`src/rtl/instr_fetch.sv`:
```
// instr_fetch -- instruction fetch unit.
//
// Fetches one instruction word from memory, holds it in IR until the control
// unit consumes it (PC_increment) or redirects (bra), then fetches the next.
// A halt request freezes the unit until reset.
//
// Ports:
//   clk          system clock, rising edge
//   rst          synchronous active-high reset (PC <= BADR, state <= IDLE)
//   BADR         boot address
//   bra          branch request (honoured in HOLD only)
//   br_target    branch destination, sampled with bra
//   PC_increment advance PC by one (honoured in HOLD only)
//   hlt          halt request; highest priority after rst
//   mem_addr     instruction memory address (= PC)
//   mem_rd       read strobe, high while fetching
//   mem_data     instruction word, valid with mem_ack
//   mem_ack      single-cycle read completion
//   PC           program counter
//   IR           instruction register
//   ir_valid     IR holds the instruction at PC
//   fetch_err    fetch timeout flag
//
// Build option: define FETCH_TIMEOUT_EN to halt with fetch_err=1 after 16
// consecutive FETCH cycles without mem_ack. Otherwise fetch_err is tied low
// and FETCH waits indefinitely.

module instr_fetch (
  input  logic        clk,
  input  logic        rst,
  input  logic [9:0]  BADR,
  input  logic        bra,
  input  logic [9:0]  br_target,
  input  logic        PC_increment,
  input  logic        hlt,
  output logic [9:0]  mem_addr,
  output logic        mem_rd,
  input  logic [15:0] mem_data,
  input  logic        mem_ack,
  output logic [9:0]  PC,
  output logic [15:0] IR,
  output logic        ir_valid,
  output logic        fetch_err
);

  typedef enum logic [1:0] {
    IDLE  = 2'd0,
    FETCH = 2'd1,
    HOLD  = 2'd2,
    HALT  = 2'd3
  } state_t;

  state_t state, state_nxt;
  logic   ld_ir;
  logic   pc_inc;
  logic   pc_br;

`ifdef FETCH_TIMEOUT_EN
  logic [3:0] to_cnt;
  logic       timeout;

  // Counter value 15 marks the 16th consecutive FETCH cycle without an ack.
  assign timeout = (state == FETCH) && !mem_ack && (to_cnt == 4'hF);
`endif

  assign mem_addr = PC;
  assign mem_rd   = (state == FETCH);

  always_comb begin
    state_nxt = state;
    ld_ir     = 1'b0;
    pc_inc    = 1'b0;
    pc_br     = 1'b0;
    case (state)
      IDLE: begin
        state_nxt = hlt ? HALT : FETCH;
      end
      FETCH: begin
        if (hlt) begin
          state_nxt = HALT;
        end else if (mem_ack) begin
          ld_ir     = 1'b1;
          state_nxt = HOLD;
`ifdef FETCH_TIMEOUT_EN
        end else if (timeout) begin
          state_nxt = HALT;
`endif
        end
      end
      HOLD: begin
        if (hlt) begin
          state_nxt = HALT;
        end else if (bra) begin
          pc_br     = 1'b1;
          state_nxt = FETCH;
        end else if (PC_increment) begin
          pc_inc    = 1'b1;
          state_nxt = FETCH;
        end
      end
      HALT: begin
        state_nxt = HALT;
      end
      default: begin
        state_nxt = IDLE;
      end
    endcase
  end

  always_ff @(posedge clk) begin
    if (rst) begin
      state    <= IDLE;
      PC       <= BADR;
      IR       <= '0;
      ir_valid <= 1'b0;
    end else begin
      state <= state_nxt;
      if (pc_br) begin
        PC <= br_target;
      end else if (pc_inc) begin
        PC <= PC + 10'd1;
      end
      if (ld_ir) begin
        IR       <= mem_data;
        ir_valid <= 1'b1;
      end else if (pc_br || pc_inc) begin
        ir_valid <= 1'b0;
      end
    end
  end

`ifdef FETCH_TIMEOUT_EN
  // Held at zero outside FETCH, so the count restarts on every entry.
  always_ff @(posedge clk) begin
    if (rst) begin
      to_cnt    <= '0;
      fetch_err <= 1'b0;
    end else begin
      if (state != FETCH) begin
        to_cnt <= '0;
      end else if (!mem_ack) begin
        to_cnt <= to_cnt + 4'd1;
      end
      if (timeout && !hlt) begin
        fetch_err <= 1'b1;
      end
    end
  end
`else
  assign fetch_err = 1'b0;
`endif

endmodule

```
`config.mk`:
```
export PLATFORM = sky130hd
export DESIGN_NAME = instr_fetch
export DESIGN_NICKNAME = d
export VERILOG_FILES = /design/src/rtl/instr_fetch.sv
export SDC_FILE = /design/constraint.sdc
export NUM_CORES = 1
export LEC_CHECK = 0
export BUFFER_PORTS_ARGS = -buffer_cell sky130_fd_sc_hd__buf_2
export CORE_MARGIN = 8
export CORE_UTILIZATION = 46
export CTS_BUF_LIST = sky130_fd_sc_hd__clkbuf_8
export CTS_CLUSTER_DIAMETER = 80
export DETAILED_ROUTE_END_ITERATION = 16
export HOLD_SLACK_MARGIN = 0.15
export PLACE_DENSITY = 0.91
export SETUP_SLACK_MARGIN = 0.3
export SLEW_MARGIN = 20
export SYNTH_ARGS = -nofsm -noshare
export SYNTH_HDL_FRONTEND = slang
export SYNTH_SLANG_ARGS = --single-unit
```
`constraint.sdc`:
```
create_clock -name clk -period 1.85 [get_ports clk]
set_clock_uncertainty 0.2 [all_clocks]
set_input_delay 0.0925 -clock clk [delete_from_list [all_inputs] [get_ports clk]]
set_output_delay 0.0925 -clock clk [all_outputs]
set_load 0.03 [all_outputs]
```
-- Word level (Yosys, flattened, before mapping)
Cells that the tools add are included.
- output and inout bits: 39
- input port bits: 42
- logic and storage cells: 37
- register bits after elaboration: 29
- reductions and logical operators: 5
- add/subtract/negate cells: 1
- equality and inequality tests: 5
- mux-type cells: 22
- operators by type and width (operator ; number):
    two-way mux 10 bit ; 3
    two-way mux 1 bit ; 12
    two-way mux 2 bit ; 6
    adder 10 x 1 -> 10 bit (second input constant) ; 1
    one-hot mux 2 bit (4 select lines) ; 1
    == test 2 bit (second input constant) ; 2
    != test 4 bit (second input constant) ; 1
    != test 3 x 2 -> 1 bit (second input constant) ; 1
    nonzero test 3 bit ; 1
    == test 2 x 1 -> 1 bit (second input constant) ; 1
    logical NOT 2 bit ; 1
    AND reduction 2 bit ; 1
    nonzero test 2 bit ; 1
    logical OR 1 bit ; 1

-- Depth between registers and ports, before layout
- depth in word-level cells: 7
- depth in mapped cells: 6

-- Worst setup path after synthesis
Ideal clock, no wire load.
- path kind: register -> register
- start: register PC[2]
- end: register PC[9], data pin
- stages on the path, launching flop included: 5
- library setup time: 261 ps
- arrival: 1451 ps
- path slack: -62 ps
- buffers on the path: 0
- cell sequence: edfxtp_1 and3_2 nand4_1 xnor2_1 a221o_1
- longest elaborated chain between the ends: 4
- RTL lines (element ; line ; source):
    from (decl) ; 40 ; output logic [9:0] PC,
    from (signal assigned) ; 119 ; PC <= br_target;
    from (signal assigned) ; 121 ; PC <= PC + 10'd1;
    adder 10 x 1 -> 10 bit ; 121 ;
    two-way mux 10 bit ; 120 ; end else if (pc_inc) begin
    two-way mux 10 bit ; 118 ; if (pc_br) begin
    two-way mux 10 bit ; 111 ; if (rst) begin
No other way between the ends. The select of a mux whose other input is x is not followed.
A chain may end at the register's enable or synchronous reset.

-- Worst setup path in the final report
- start: register PC[0]
- end: register PC[9], data pin
The elaborated chain is that of the path after synthesis.

==> flow_results.xml <==
<?xml version="1.0" encoding="UTF-8"?>
<metrics>
  <group name="critical_path">
    <metric name="end_kind" unit="">flip-flop</metric>
    <metric name="worstRegToRegCells" unit="">4</metric>
    <metric name="worst-setup-path-type" unit="">flip-flop to flip-flop</metric>
    <metric name="worst-endpoint-required" unit="ns">1.69</metric>
    <metric name="worstSetupStartpointType" unit="">flip-flop</metric>
    <metric name="critical_path.max_fanout" unit="">4</metric>
    <metric name="cp.arrival" unit="ns">1.56</metric>
    <metric name="worst-r2r-setup-slack" unit="ns">0.12</metric>
  </group>
  <group name="route">
    <metric name="routed_wire_length" unit="mm">6.12</metric>
    <metric name="via_per_inst" unit="">5.25</metric>
    <metric name="route.vias.total" unit="">1759</metric>
    <metric name="drtIter0Drc" unit="">114</metric>
    <metric name="routedWlPerCell" unit="um">18.3</metric>
    <metric name="ant_nets" unit="">0</metric>
    <metric name="drcViolationCount" unit="">0</metric>
    <metric name="first_pass_iters" unit="">5</metric>
  </group>
  <group name="clocking">
    <metric name="worst_setup_hold_path_clk_slew" unit="ns">0.06</metric>
    <metric name="cts.root.buffer_cell" unit="">clkbuf_8</metric>
    <metric name="clock_tree.buffer_depth" unit="">2</metric>
    <metric name="htree_num_levels" unit="">2</metric>
    <metric name="worstSkewPairLatency" unit="ns">0.28</metric>
    <metric name="tritoncts_buffers" unit="">5</metric>
    <metric name="cts.sinks" unit="">29</metric>
    <metric name="cts_tree" unit="">yes</metric>
  </group>
  <group name="timing">
    <metric name="final_hold_slack" unit="ns">0.201</metric>
    <metric name="final_max_tran_viols" unit="">0</metric>
    <metric name="fmaxAchievable" unit="MHz">579</metric>
    <metric name="hold_violations" unit="">0</metric>
    <metric name="final_period_minus_worst_setup_slack" unit="ns">1.73</metric>
    <metric name="setup_viol" unit="">0</metric>
    <metric name="rsz0062_at_grt" unit="">true</metric>
    <metric name="timing.setup.tns" unit="ns">0</metric>
    <metric name="period_share" unit="%">93.3</metric>
  </group>
  <group name="min_path">
    <metric name="whs_path_depth" unit="">2</metric>
    <metric name="worst_hold_path_type" unit="">input port to flip-flop</metric>
  </group>
  <group name="synth">
    <metric name="syn_inst" unit="">162</metric>
    <metric name="mappedNetlistNets" unit="">205</metric>
    <metric name="netlist_area" unit="um^2">1500</metric>
    <metric name="post_synth.cell_area_avg" unit="um^2">9.24</metric>
    <metric name="number_of_distinct_library_cells_after_synthesis" unit="">37</metric>
    <metric name="yosysWarningCount" unit="">0</metric>
    <metric name="ys_seq_area_share" unit="%">45.4</metric>
    <metric name="synth_seq_cells" unit="">29</metric>
  </group>
  <group name="place">
    <metric name="placement.io_buffers" unit="">79</metric>
    <metric name="hpwl" unit="mm">3.31</metric>
    <metric name="place.detailed.instances" unit="">275</metric>
    <metric name="routabilityCongestion" unit="">0.855</metric>
  </group>
  <group name="die">
    <metric name="io_pins" unit="">81</metric>
    <metric name="die_h" unit="um">73.1</metric>
    <metric name="die_width" unit="um">73.1</metric>
    <metric name="die_area" unit="um^2">5340</metric>
    <metric name="effective_utilization_at_floorplan" unit="%">48.7</metric>
    <metric name="fp-row-count" unit="">20</metric>
    <metric name="coreArea" unit="um^2">3080</metric>
  </group>
  <group name="global_route">
    <metric name="grt_pass1_wl" unit="mm">8.76</metric>
    <metric name="gr-total-overflow" unit="">0</metric>
    <metric name="vias_in_the_first_global_route" unit="">1848</metric>
    <metric name="global_route.usage.total" unit="%">21.3</metric>
    <metric name="grt_start_max_net_pins" unit="">18</metric>
    <metric name="antenna_found_initial" unit="">0</metric>
  </group>
  <group name="cells_and_area">
    <metric name="drive_above_1_share" unit="%">46.7</metric>
    <metric name="diodes" unit="">0</metric>
    <metric name="area.growth.synth_to_final" unit="%">75.8</metric>
    <metric name="final-instance-count-excl-fill" unit="">335</metric>
    <metric name="design.final.nets" unit="">333</metric>
  </group>
  <group name="pwr">
    <metric name="total_power" unit="W">0.00196</metric>
    <metric name="p_leak" unit="nW">1.16</metric>
    <metric name="vdd_ir_drop_max" unit="V">0.000619</metric>
    <metric name="powerDensity" unit="nW/um^2">743</metric>
  </group>
  <group name="flow_run">
    <metric name="max_cap_viol_count" unit="">0</metric>
  </group>
  <group name="run_status">
    <metric name="run_status" unit="">complete, no violations</metric>
  </group>
</metrics>
-- cells in the final DEF (no fill, tap or decap), types with 2 or more instances in the layout --
cell type      netlist  final
a21oi_2              9     10
a221oi_2             1      2
buf_6                2      3
buf_4               12     15
dlygate4sd3_1        0     42
xor2_1               4      3
o21ai_1              0      3
and3_4               0      2
a21oi_1             11     10
mux2i_1              3      3
nor3b_1              3      3
nor3_1               3      3
dfxtp_2              0      2
clkbuf_8             0      6
nand2_1             37     37
nand3_4              0      2
a221o_1              2      2
buf_2                3     79
dfxtp_1             19     17
edfxtp_1            10     10
xnor2_1              4      3
nor2_1               5      5
inv_1                5      5
nand4_1              2      2
nand2b_4             0      2
-- state kept, by name, indices dropped and copies added, names as in the netlist --
name and flops:
IR 16, PC 10, ir_valid 1, state 2
-- metal layers --
layer  GRT usage, %  share of wire, %  wire [um]  vias to the layer above
met2           37.9                50       3080                      116
met1           20.2                36       2190                      809
met4           13.8               4.9        301                        0
met5              0                 0          0                        -
met3           7.55               9.0        548                       29
li1               -                 -          -                      805
-- where the power goes --
group | total, W | leakage (nW) | switching, W | internal (W)
combinational | 0.000538 | 0.847 | 0.000300 | 0.000238
clock | 0.000681 | 0.0626 | 0.000248 | 0.000433
sequential | 0.000737 | 0.253 | 0.0000341 | 0.000703
total | 0.00196 | 1.16 | 0.000582 | 0.00137
-- Yosys cell counts --
cell / n / area share (%)
buf_1: 1 / 0.25
nand4bb_1: 1 / 0.75
o22ai_1: 1 / 0.42
o21ai_0: 4 / 1.3
xnor2_1: 4 / 2.3
nand2b_1: 1 / 0.42
clkbuf_1: 1 / 0.25
dfxtp_1: 19 / 25
mux2i_1: 3 / 2.0
ha_1: 1 / 0.84
nor2_1: 5 / 1.3
mux2_2: 1 / 0.75
nor3_1: 3 / 1.0
a21oi_1: 11 / 3.7
nor2b_4: 1 / 0.92
o2111ai_1: 1 / 0.58
buf_6: 2 / 1.5
a221oi_1: 2 / 1.2
conb_1: 1 / 0.25
xor2_1: 4 / 2.3
nor2_2: 1 / 0.42
a22oi_1: 1 / 0.50
edfxtp_1: 10 / 20
a21oi_2: 9 / 5.3
nand4_1: 2 / 0.84
nand2_1: 37 / 9.3
nor3b_1: 3 / 1.5
inv_1: 5 / 1.3
buf_2: 3 / 1.0
a221o_1: 2 / 1.3
a221oi_2: 1 / 1.0
and3_1: 2 / 0.84
nand3_1: 4 / 1.3
and4_1: 1 / 0.58
and3_2: 1 / 0.50
buf_4: 12 / 6.0
and4bb_2: 1 / 0.84
-- stage by stage --
| stage | setup WS, ns | instance area (um^2) | utilization, % |
|---|---|---|---|
| floorplan | -0.0204 | 1510 | - |
| global placement | 0.213 | 1890 | 61.5 |
| detailed placement | 0.126 | 1890 | 61.5 |
| CTS | 0.195 | 2500 | 81.3 |
| global route | 0.108 | 2630 | 85.5 |
| finish | 0.124 | 2630 | 85.5 |
-- layout make-up --
class                   count  area (um^2)
fillers                   172          445
clock buffers               6         82.6
repair buffers            139          962
clock inverters             2         33.8
inverters                   5         18.8
well taps                  44         55.1
flip-flops and latches     29          683
multi-input cells         110          797
-- cell families after synthesis --
group                      after synthesis  synth area share [%]
buffers and inverters                   24                  10.3
DFF                                     29                  45.4
xor gates and xnor gates                 8                  4.68
adders and majority gates                1                 0.835
muxes                                    4                  2.76
AOI/OAI and AO/OA                       32                  15.3
other                                    1                 0.250
and+or+nand+nor                         63                  20.5
-- worst paths after layout --
path,startpoint,endpoint
worst max-delay path,PC[0],PC[9]
worst min-delay path,rst,PC[6]
worst max register to register,PC[0],PC[9]
worst min register to register,IR[2],IR[2]
-- timing repair --
| action | in CTS | in global routing |
|---|---|---|
| hold buffers | 42 | 0 |
| setup endpoints to repair | 18 | 33 |
| setup buffers | 6 | 3 |
| hold endpoints to repair | 29 | 0 |
| gates resized for setup | 6 | 19 |
| pin swaps | 6 | 6 |
| cloned | 0 | 1 |
-- critical path, cell delays in order, from the launching register on --
cell,delay (ns)
edfxtp_1,0.43
and3_4,0.24
nand4_1,0.13
xnor2_1,0.18
a221o_1,0.31
Note: power is estimated with default switching activity, not from simulation.
